`src/rtl/switch_event_arbiter.sv`:
```
// switch_event_arbiter: turns N debounced switch levels into a serialised
// stream of press / auto-repeat events on a valid/ready handshake.
module switch_event_arbiter #(
    parameter int unsigned N_SW          = 4,
    parameter int unsigned ID_W          = 2,
    parameter int unsigned REPEAT_DELAY  = 12500000,
    parameter int unsigned REPEAT_PERIOD = 2500000,
    parameter int unsigned CNT_W         = 24
) (
    input  logic            i_Clk,
    input  logic            i_Reset,
    input  logic [N_SW-1:0] i_Switch,
    input  logic            i_Repeat_En,
    output logic            o_Event_Valid,
    input  logic            i_Event_Ready,
    output logic [ID_W-1:0] o_Event_Id,
    output logic            o_Event_Repeat,
    output logic            o_Drop,
    output logic [7:0]      o_Drop_Count
);

    localparam logic [CNT_W-1:0] DELAY_LAST  = CNT_W'(REPEAT_DELAY - 1);
    localparam logic [CNT_W-1:0] PERIOD_LAST = CNT_W'(REPEAT_PERIOD - 1);
    localparam logic [ID_W-1:0]  LAST_INIT   = ID_W'(N_SW - 1);

    typedef enum logic [1:0] {
        RPT_IDLE   = 2'd0,
        RPT_DELAY  = 2'd1,
        RPT_REPEAT = 2'd2
    } rpt_state_t;

    rpt_state_t       r_State, state_next;
    logic [CNT_W-1:0] r_Cnt, cnt_next;
    logic [ID_W-1:0]  r_Trk, trk_next;
    logic             tick;

    logic [N_SW-1:0]  r_Prev, r_Pend, r_Pend_Rpt;
    logic [ID_W-1:0]  r_Last;

    logic [N_SW-1:0]  rise;
    logic             rise_any;
    logic [ID_W-1:0]  rise_low;
    logic             grant_any, hi_found, lo_found;
    logic [ID_W-1:0]  grant_idx, hi_idx, lo_idx;
    logic             load;
    logic [N_SW-1:0]  set_req, set_rpt, xfer, drop_vec, pend_next, pend_rpt_next;

    // Rising-edge detect and lowest rising index (used to (re)target repeat)
    always_comb begin
        rise     = i_Switch & ~r_Prev;
        rise_any = |rise;
        rise_low = '0;
        for (int i = int'(N_SW) - 1; i >= 0; i--) begin
            if (rise[i]) rise_low = ID_W'(i);
        end
    end

    // Repeat FSM state register
    always_ff @(posedge i_Clk) begin
        if (i_Reset) begin
            r_State <= RPT_IDLE;
            r_Cnt   <= '0;
            r_Trk   <= '0;
        end else begin
            r_State <= state_next;
            r_Cnt   <= cnt_next;
            r_Trk   <= trk_next;
        end
    end

    // Repeat FSM next state: release beats retarget beats tick
    always_comb begin
        state_next = r_State;
        cnt_next   = r_Cnt;
        trk_next   = r_Trk;
        tick       = 1'b0;
        if (!i_Repeat_En) begin
            state_next = RPT_IDLE;
            cnt_next   = '0;
        end else begin
            case (r_State)
                RPT_IDLE: begin
                    if (rise_any) begin
                        state_next = RPT_DELAY;
                        trk_next   = rise_low;
                        cnt_next   = '0;
                    end
                end
                RPT_DELAY, RPT_REPEAT: begin
                    if (!i_Switch[r_Trk]) begin
                        state_next = RPT_IDLE;
                        cnt_next   = '0;
                    end else if (rise_any) begin
                        state_next = RPT_DELAY;
                        trk_next   = rise_low;
                        cnt_next   = '0;
                    end else if (r_Cnt == ((r_State == RPT_DELAY) ? DELAY_LAST : PERIOD_LAST)) begin
                        tick       = 1'b1;
                        cnt_next   = '0;
                        state_next = RPT_REPEAT;
                    end else begin
                        cnt_next = r_Cnt + 1'b1;
                    end
                end
                default: begin
                    state_next = RPT_IDLE;
                    cnt_next   = '0;
                end
            endcase
        end
    end

    // Round-robin search starting just above the last grant, wrapping to 0
    always_comb begin
        hi_found = 1'b0;
        lo_found = 1'b0;
        hi_idx   = '0;
        lo_idx   = '0;
        for (int i = 0; i < int'(N_SW); i++) begin
            if (r_Pend[i] && !hi_found && (ID_W'(i) > r_Last)) begin
                hi_found = 1'b1;
                hi_idx   = ID_W'(i);
            end
            if (r_Pend[i] && !lo_found) begin
                lo_found = 1'b1;
                lo_idx   = ID_W'(i);
            end
        end
        grant_any = hi_found | lo_found;
        grant_idx = hi_found ? hi_idx : lo_idx;
    end

    // Pending-flag update: a set request on a transferring bit wins, on a
    // still-pending bit it is dropped
    always_comb begin
        load = ~o_Event_Valid | i_Event_Ready;
        for (int i = 0; i < int'(N_SW); i++) begin
            set_req[i]       = rise[i] | (tick & (r_Trk == ID_W'(i)));
            set_rpt[i]       = ~rise[i];
            xfer[i]          = load & grant_any & (grant_idx == ID_W'(i));
            drop_vec[i]      = set_req[i] & r_Pend[i] & ~xfer[i];
            pend_next[i]     = set_req[i] | (r_Pend[i] & ~xfer[i]);
            pend_rpt_next[i] = (set_req[i] & ~drop_vec[i]) ? set_rpt[i] : r_Pend_Rpt[i];
        end
    end

    // Edge history, pending flags, output event register and drop counter
    always_ff @(posedge i_Clk) begin
        if (i_Reset) begin
            r_Prev         <= i_Switch;
            r_Pend         <= '0;
            r_Pend_Rpt     <= '0;
            r_Last         <= LAST_INIT;
            o_Event_Valid  <= 1'b0;
            o_Event_Id     <= '0;
            o_Event_Repeat <= 1'b0;
            o_Drop         <= 1'b0;
            o_Drop_Count   <= '0;
        end else begin
            r_Prev     <= i_Switch;
            r_Pend     <= pend_next;
            r_Pend_Rpt <= pend_rpt_next;
            o_Drop     <= |drop_vec;
            if ((|drop_vec) && (o_Drop_Count != 8'hFF)) begin
                o_Drop_Count <= o_Drop_Count + 8'd1;
            end
            if (load) begin
                o_Event_Valid <= grant_any;
                if (grant_any) begin
                    o_Event_Id     <= grant_idx;
                    o_Event_Repeat <= r_Pend_Rpt[grant_idx];
                    r_Last         <= grant_idx;
                end
            end
        end
    end

endmodule

```
`config.mk`:
```
export PLATFORM = sky130hd
export DESIGN_NAME = switch_event_arbiter
export DESIGN_NICKNAME = d
export VERILOG_FILES = /design/src/rtl/switch_event_arbiter.sv
export SDC_FILE = /design/constraint.sdc
export NUM_CORES = 1
export LEC_CHECK = 0
export CORE_MARGIN = 2
export CORE_UTILIZATION = 39
export CTS_CLUSTER_DIAMETER = 40
export DETAILED_ROUTE_END_ITERATION = 12
export GPL_TIMING_DRIVEN = 0
export SYNTH_ARGS = -nofsm -noshare
export SYNTH_HDL_FRONTEND = slang
export SYNTH_SLANG_ARGS = --single-unit
```
`constraint.sdc`:
```
create_clock -name i_Clk -period 2.5 [get_ports i_Clk]
set_input_delay 0.5 -clock i_Clk [delete_from_list [all_inputs] [get_ports i_Clk]]
set_output_delay 0.5 -clock i_Clk [all_outputs]
set_load 0.005 [all_outputs]
```
Word-level counts from Yosys, hierarchy flattened --
Index checks and enable logic that the tools add are counted.
Word-level totals: logic and storage cells 157, latch bits 0, bits in registers 55, memory bits (writable) 0, memories 0, memory bits (read-only) 0, input bits 8
Cells by class: divide/modulo/power cells 0, multiply operators 0, shifts and indexed selects 0, muxes and demuxes 42, magnitude comparators 6, $add $sub $neg 2, bitwise logic cells 51, reductions and logical operators 28, equal/unequal tests 13
Operators by type and width (count):
- 24-bit two-way mux | 5
- 24-bit case mux with 2 select lines | 1
- 2-bit two-way mux | 15
- 1-bit bitwise AND | 25
- 24-bit by 1-bit adder with 24-bit output (second input constant) | 1
- 24-bit == test | 1
- 1-bit two-way mux | 17
- 1-bit inverter | 14
- 1-bit logical AND | 11
- 2-bit == test (second input constant) | 5
- 1-bit bitwise OR | 10
- 8-bit by 1-bit adder with 8-bit output (second input constant) | 1
- 8-bit inequality test (second input constant) | 1
- 2-bit case mux with 2 select lines | 2
- 4-bit OR reduction | 2
- 2-bit by 1-bit == test with 1-bit output (second input constant) | 3
- 1-bit logical NOT | 6
- 2-bit logical NOT | 3
- 2-bit by 3-bit < comparator with 1-bit output (second input constant) | 2
- 4-bit bitwise AND | 1
- 1-bit binary-select mux with 2-bit select | 2
- 1-bit by 2-bit greater-than comparator with 1-bit output (first input constant) | 2
- 2-bit greater-than comparator (first input constant) | 2
- 2-bit inequality test (second input constant) | 2
- 6 further kinds | 8

Logic depth before layout (Yosys ltp) --
depth in word-level cells 22, mapped depth 11, depth with buffers taken out 10

Worst setup path after synthesis --
OpenSTA, ideal clock, no wires.
kind input -> register, start point in i_Switch[1], end point reg o_Drop_Count[7], setup time 0.123 ns, arrival time 2.175 ns, cell stages on the path 10, path slack 0.201 ns, path buffers 2, cells stage by stage nor2b_4 -> nor4_4 -> buf_6 -> nand4_1 -> o21a_1 -> o22ai_2 -> o21ai_2 -> buf_6 -> nor4_2 -> mux2_1
On the way: longest elaborated chain between the ends 12, elaborated cells on any way between the ends 26
Ends and longest elaborated chain:
- start, declared | RTL line 12 | input logic [N_SW-1:0] i_Switch,
- 4-bit bitwise AND | RTL line 50 | rise = i_Switch & ~r_Prev;
- 4-bit OR reduction | RTL line 51 | rise_any = |rise;
- 1-bit two-way mux | RTL line 93 | end else if (rise_any) begin
- 1-bit two-way mux | RTL line 90 | if (!i_Switch[r_Trk]) begin
- 1-bit two-way mux | RTL line 81 | case (r_State)
- 1-bit two-way mux | RTL line 77 | if (!i_Repeat_En) begin
- 1-bit bitwise AND | RTL line 138 | set_req[i] = rise[i] | (tick & (r_Trk == ID_W'(i)));
- 1-bit bitwise OR | RTL line 138
- 1-bit bitwise AND (2 in a row) | RTL line 141 | drop_vec[i] = set_req[i] & r_Pend[i] & ~xfer[i];
- 4-bit OR reduction (*) | RTL line 164 | if ((|drop_vec) && (o_Drop_Count != 8'hFF)) begin
- 1-bit logical AND (*) | RTL line 164
- end signal, assigned | RTL line 165 | o_Drop_Count <= o_Drop_Count + 8'd1;
- end, declared | RTL line 19 | output logic [7:0] o_Drop_Count
Mark *: on every way between the ends. The rest lies on a longest branch, timed or not. The select of a mux whose other input is x is not followed. A chain may end at the register's enable or synchronous reset.

Worst setup path in the final report --
start point reg r_State[0], end point reg o_Drop_Count[7]
On the way: longest elaborated chain between the ends 14, elaborated cells on any way between the ends 28
Ends and longest elaborated chain:
- start, declared | RTL line 32 | rpt_state_t r_State, state_next;
- start signal, assigned | RTL line 65 | r_State <= state_next;
- 2-bit by 1-bit == test with 1-bit output | RTL line 81, 97
- 24-bit two-way mux | RTL line 97 | end else if (r_Cnt == ((r_State == RPT_DELAY) ? DELAY_LAST : PERIOD_LAST)) begin
- 24-bit == test | RTL line 97
- 1-bit two-way mux | RTL line 97
- 1-bit two-way mux | RTL line 93
- 1-bit two-way mux | RTL line 90
- 1-bit two-way mux (*) | RTL line 81
- 1-bit two-way mux (*) | RTL line 77
- 1-bit bitwise AND | RTL line 138
- 1-bit bitwise OR | RTL line 138
- 1-bit bitwise AND (2 in a row) | RTL line 141
- 4-bit OR reduction (*) | RTL line 164
- 1-bit logical AND (*) | RTL line 164
Mark *: on every way between the ends. The rest lies on a longest branch, timed or not.

==> impl_metrics.tcl <==
set metrics [dict create \
    outcome "finished clean" \
    path_max_fanout 10 \
    ys_seq_area_share_pct 38.9 \
    tns_ns 0 \
    clk_pin_slew_ns 0.09 \
    p_leak_nw 1.19 \
    synth_fp_nets 331 \
    htree_levels 2 \
    reg2regPathDepth 11 \
    cts.path.max_buffers 2 \
    comb_power_share_pct 16.3 \
    syn_avg_cell_area_um2 8.90 \
    r2r-start "r_State[0]" \
    grt_first_pass_wirelength_um 10000 \
    ir_worst_vdd_uv 264 \
    coreArea_mm2 0.00714 \
    worstSetupStartpoint "r_State[0]" \
    hold_violations 0 \
    hpwl_um 4240 \
    cts.sinks 55 \
    synth_ff_type "dfxtp_1" \
    period_minus_slack_ns 2.39 \
    layout_common_cells "dfxtp_1, nor2_1, nand2_1" \
    die-area_mm2 0.00795 \
    die_h_um 89.2 \
    synth-edff-count 0 \
    critPathKind "register to register" \
    drcViolationCount 0 \
    drt_first_pass_iters 4 \
    routed_wl_um 6050 \
    critPathCaptureType "register" \
    pwr-share-clk_pct 27.5 \
    yosys-mux-area-fraction_pct 2.92 \
    die_w_um 89.2 \
    fmax_mhz 418 \
    rsz0062_at_grt "true" \
    wl_per_cell_um 13.3 \
    portBuffers 19 \
    r2r-end "o_Drop_Count[7]" \
    intPower_w 0.00122 \
    postPlaceCellArea_mm2 0.00314 \
    layout_commonest_cell "dfxtp_1" \
    ys_async_sr_fraction_pct 0 \
    syn_to_final_growth_pct 22.6 \
    diodes 0 \
    num_rows 31 \
    power.total_w 0.00166 \
    vias 2352 \
    switchingPower_w 0.000442 \
    antenna_found_initial 0 \
    synth_simple_gate_area_share_pct 28.2 \
    required_ns 2.70 \
    hp-class "primary input to register" \
    clock_latency_ns 0.31 \
    synth_cell_types 64 \
    finalSetupViolCount 0 \
    pwr-share-seq_pct 56.1 \
    start_kind "register" \
    nFillCells 723 \
    crit_path_end "o_Drop_Count[7]" \
    viasPerCell 5.17 \
    synth_seq_cells 55 \
    drive_above_1_share_pct 19.9 \
    place_ws_ns -0.493 \
    cp.arrival_ns 2.59 \
    reg2reg_slack_ns 0.11 \
    num-nets-final 370 \
    synth_top_family_by_area "simple AND/OR/NAND/NOR gates" \
    syn_area_mm2 0.00283 \
    synth_xor_area_share_pct 6.50 \
    p_per_area_mw_per_mm2 479 \
    cts_hold_buffers 0 \
    fin_skew_ns 0.00562 \
    grt_pass1_vias 2231 \
    worst_pin_slew_ns 0.488 \
    grtUsageTotal_pct 16.0 \
    drtIter0Drc 61 \
    io_pins 21 \
    gp_congestion 0.783 \
    final_design_area_no_fill_mm2 0.00347 \
    grt_overflow_total 0 \
    synth_compound_area_share_pct 17.7 \
    start_util_pct 39.6 \
    synth_cells 318 \
    slew_viol_final 0 \
    cts_tree "done" \
    drv_cap 0 \
    cts_root_buf "clkbuf_8" \
    ant_nets 0 \
    grt_max_degree 15 \
    max_slew_margin_pct 67.5 \
    cts_buffers 5 \
    synth_fa_ha_area_share_pct 2.21 \
    p_sw_share_pct 26.6 \
    worst_hold_slack_ns 0.370 \
    finalCritPeriodShare_pct 95.6 \
    layout_setup_ws_ns 0.109 \
    yosysWarnings 0 \
]
-- Yosys cell counts, types with 2 or more instances --
cell type	instances	area, µm²
dfxtp_1	55	1100
nor2_1	38	143
nand2_1	25	93.8
a21oi_1	19	95.1
xor2_1	15	131
nand3_1	12	60.1
nand2b_1	10	62.6
a31oi_1	9	56.3
o21ai_0	9	45.0
nand4_1	8	50.1
clkbuf_1	7	26.3
inv_1	7	26.3
or3_1	7	43.8
mux2i_1	6	60.1
xnor2_1	6	52.6
a211oi_1	5	37.5
ha_1	5	62.6
nor2b_1	5	31.3
nor3_1	4	20.0
nor4_2	4	50.1
o21a_1	4	30.0
o21ai_1	4	20.0
and2_1	3	18.8
buf_6	3	33.8
o22ai_2	3	37.5
a21o_1	2	15.0
and2b_1	2	15.0
and4_1	2	17.5
nor2b_4	2	27.5
nor3b_1	2	15.0
o21ai_2	2	17.5
-- registers in the layout, indices dropped and copies added (netlist names) --
| signal | count |
|---|---|
| r_Cnt | 24 |
| o_Drop_Count | 8 |
| r_Pend | 4 |
| r_Pend_Rpt | 4 |
| r_Prev | 4 |
| o_Event_Id | 2 |
| r_Last | 2 |
| r_State | 2 |
| r_Trk | 2 |
| o_Drop | 1 |
| o_Event_Repeat | 1 |
| o_Event_Valid | 1 |
-- final cells by class --
class / instances / area (µm²) / share of cell area (%)
inverters: 7 / 26.3 / 0.758
flip-flops and latches: 55 / 1110 / 31.9
clock buffers: 6 / 72.6 / 2.09
plain buffers: 12 / 75.1 / 2.17
multi-input cells: 244 / 1770 / 51.0
repair buffers: 32 / 294 / 8.48
well taps: 99 / 124 / 3.57
-- worst max-delay path, cell delays in order, from the launching register on --
cell and delay [ns]:
dfxtp_4 0.39, inv_1 0.07, ha_4 0.27, nand2_1 0.08, o22ai_4 0.20, and3_4 0.25, a31oi_4 0.09, o22ai_2 0.23
o21ai_2 0.09, buf_6 0.14, nor4_4 0.14, mux2_4 0.32
-- layer usage --
layer | vias up | share of wire, % | track usage (%)
li1 | 1214 | - | -
met1 | 1107 | 48 | 19.6
met2 | 23 | 49 | 28.0
met3 | 8 | 2.1 | 2.77
met4 | 0 | 1.4 | 5.70
met5 | - | 0 | 0
-- through the flow --
stage / utilization (%) / std cells
after global routing: 48.6 / 455
final: 48.6 / 455
after detailed placement: 44.0 / 436
after global placement: 44.0 / 436
after CTS: 46.3 / 449
after floorplan: - / 318
-- repair_timing --
action                     CTS  global route
buffers inserted             7             6
gates cloned                 0             0
resized for setup            9            28
pin swaps                    5            10
setup endpoints to repair   25            28
-- power groups by stage --
stage | combinational (W) | sequential [W] | clock (W)
floorplan | 0.000162 | 0.000947 | 0
global placement | 0.000229 | 0.000950 | 0
detailed placement | 0.000232 | 0.000952 | 0
CTS | 0.000246 | 0.000931 | 0.000475
global route | 0.000298 | 0.000937 | 0.000514
finish | 0.000271 | 0.000932 | 0.000457
-- cell families (layout without fill, tap and decap cells) --
logic type      Yosys count  after routing
compound gates           71             71
fa+ha+maj                 5              5
flops                    55             55
mux                       8              8
buf+inv                  19             57
simple gates            139            139
xor+xnor                 21             21
-- how the worst min path moves through the flow --
stage,end,slack (ns),from,depth (start not counted)
floorplan,o_Event_Id[1],0.45,o_Event_Id[1],2
global placement,o_Event_Id[1],0.45,o_Event_Id[1],2
detailed placement,o_Event_Id[1],0.45,o_Event_Id[1],2
CTS,o_Event_Id[1],0.46,o_Event_Id[1],2
global route,r_Prev[0],0.36,i_Switch[0],1
finish,r_Prev[2],0.37,i_Switch[2],1
No activity file was read; power rests on OpenSTA's default activity.
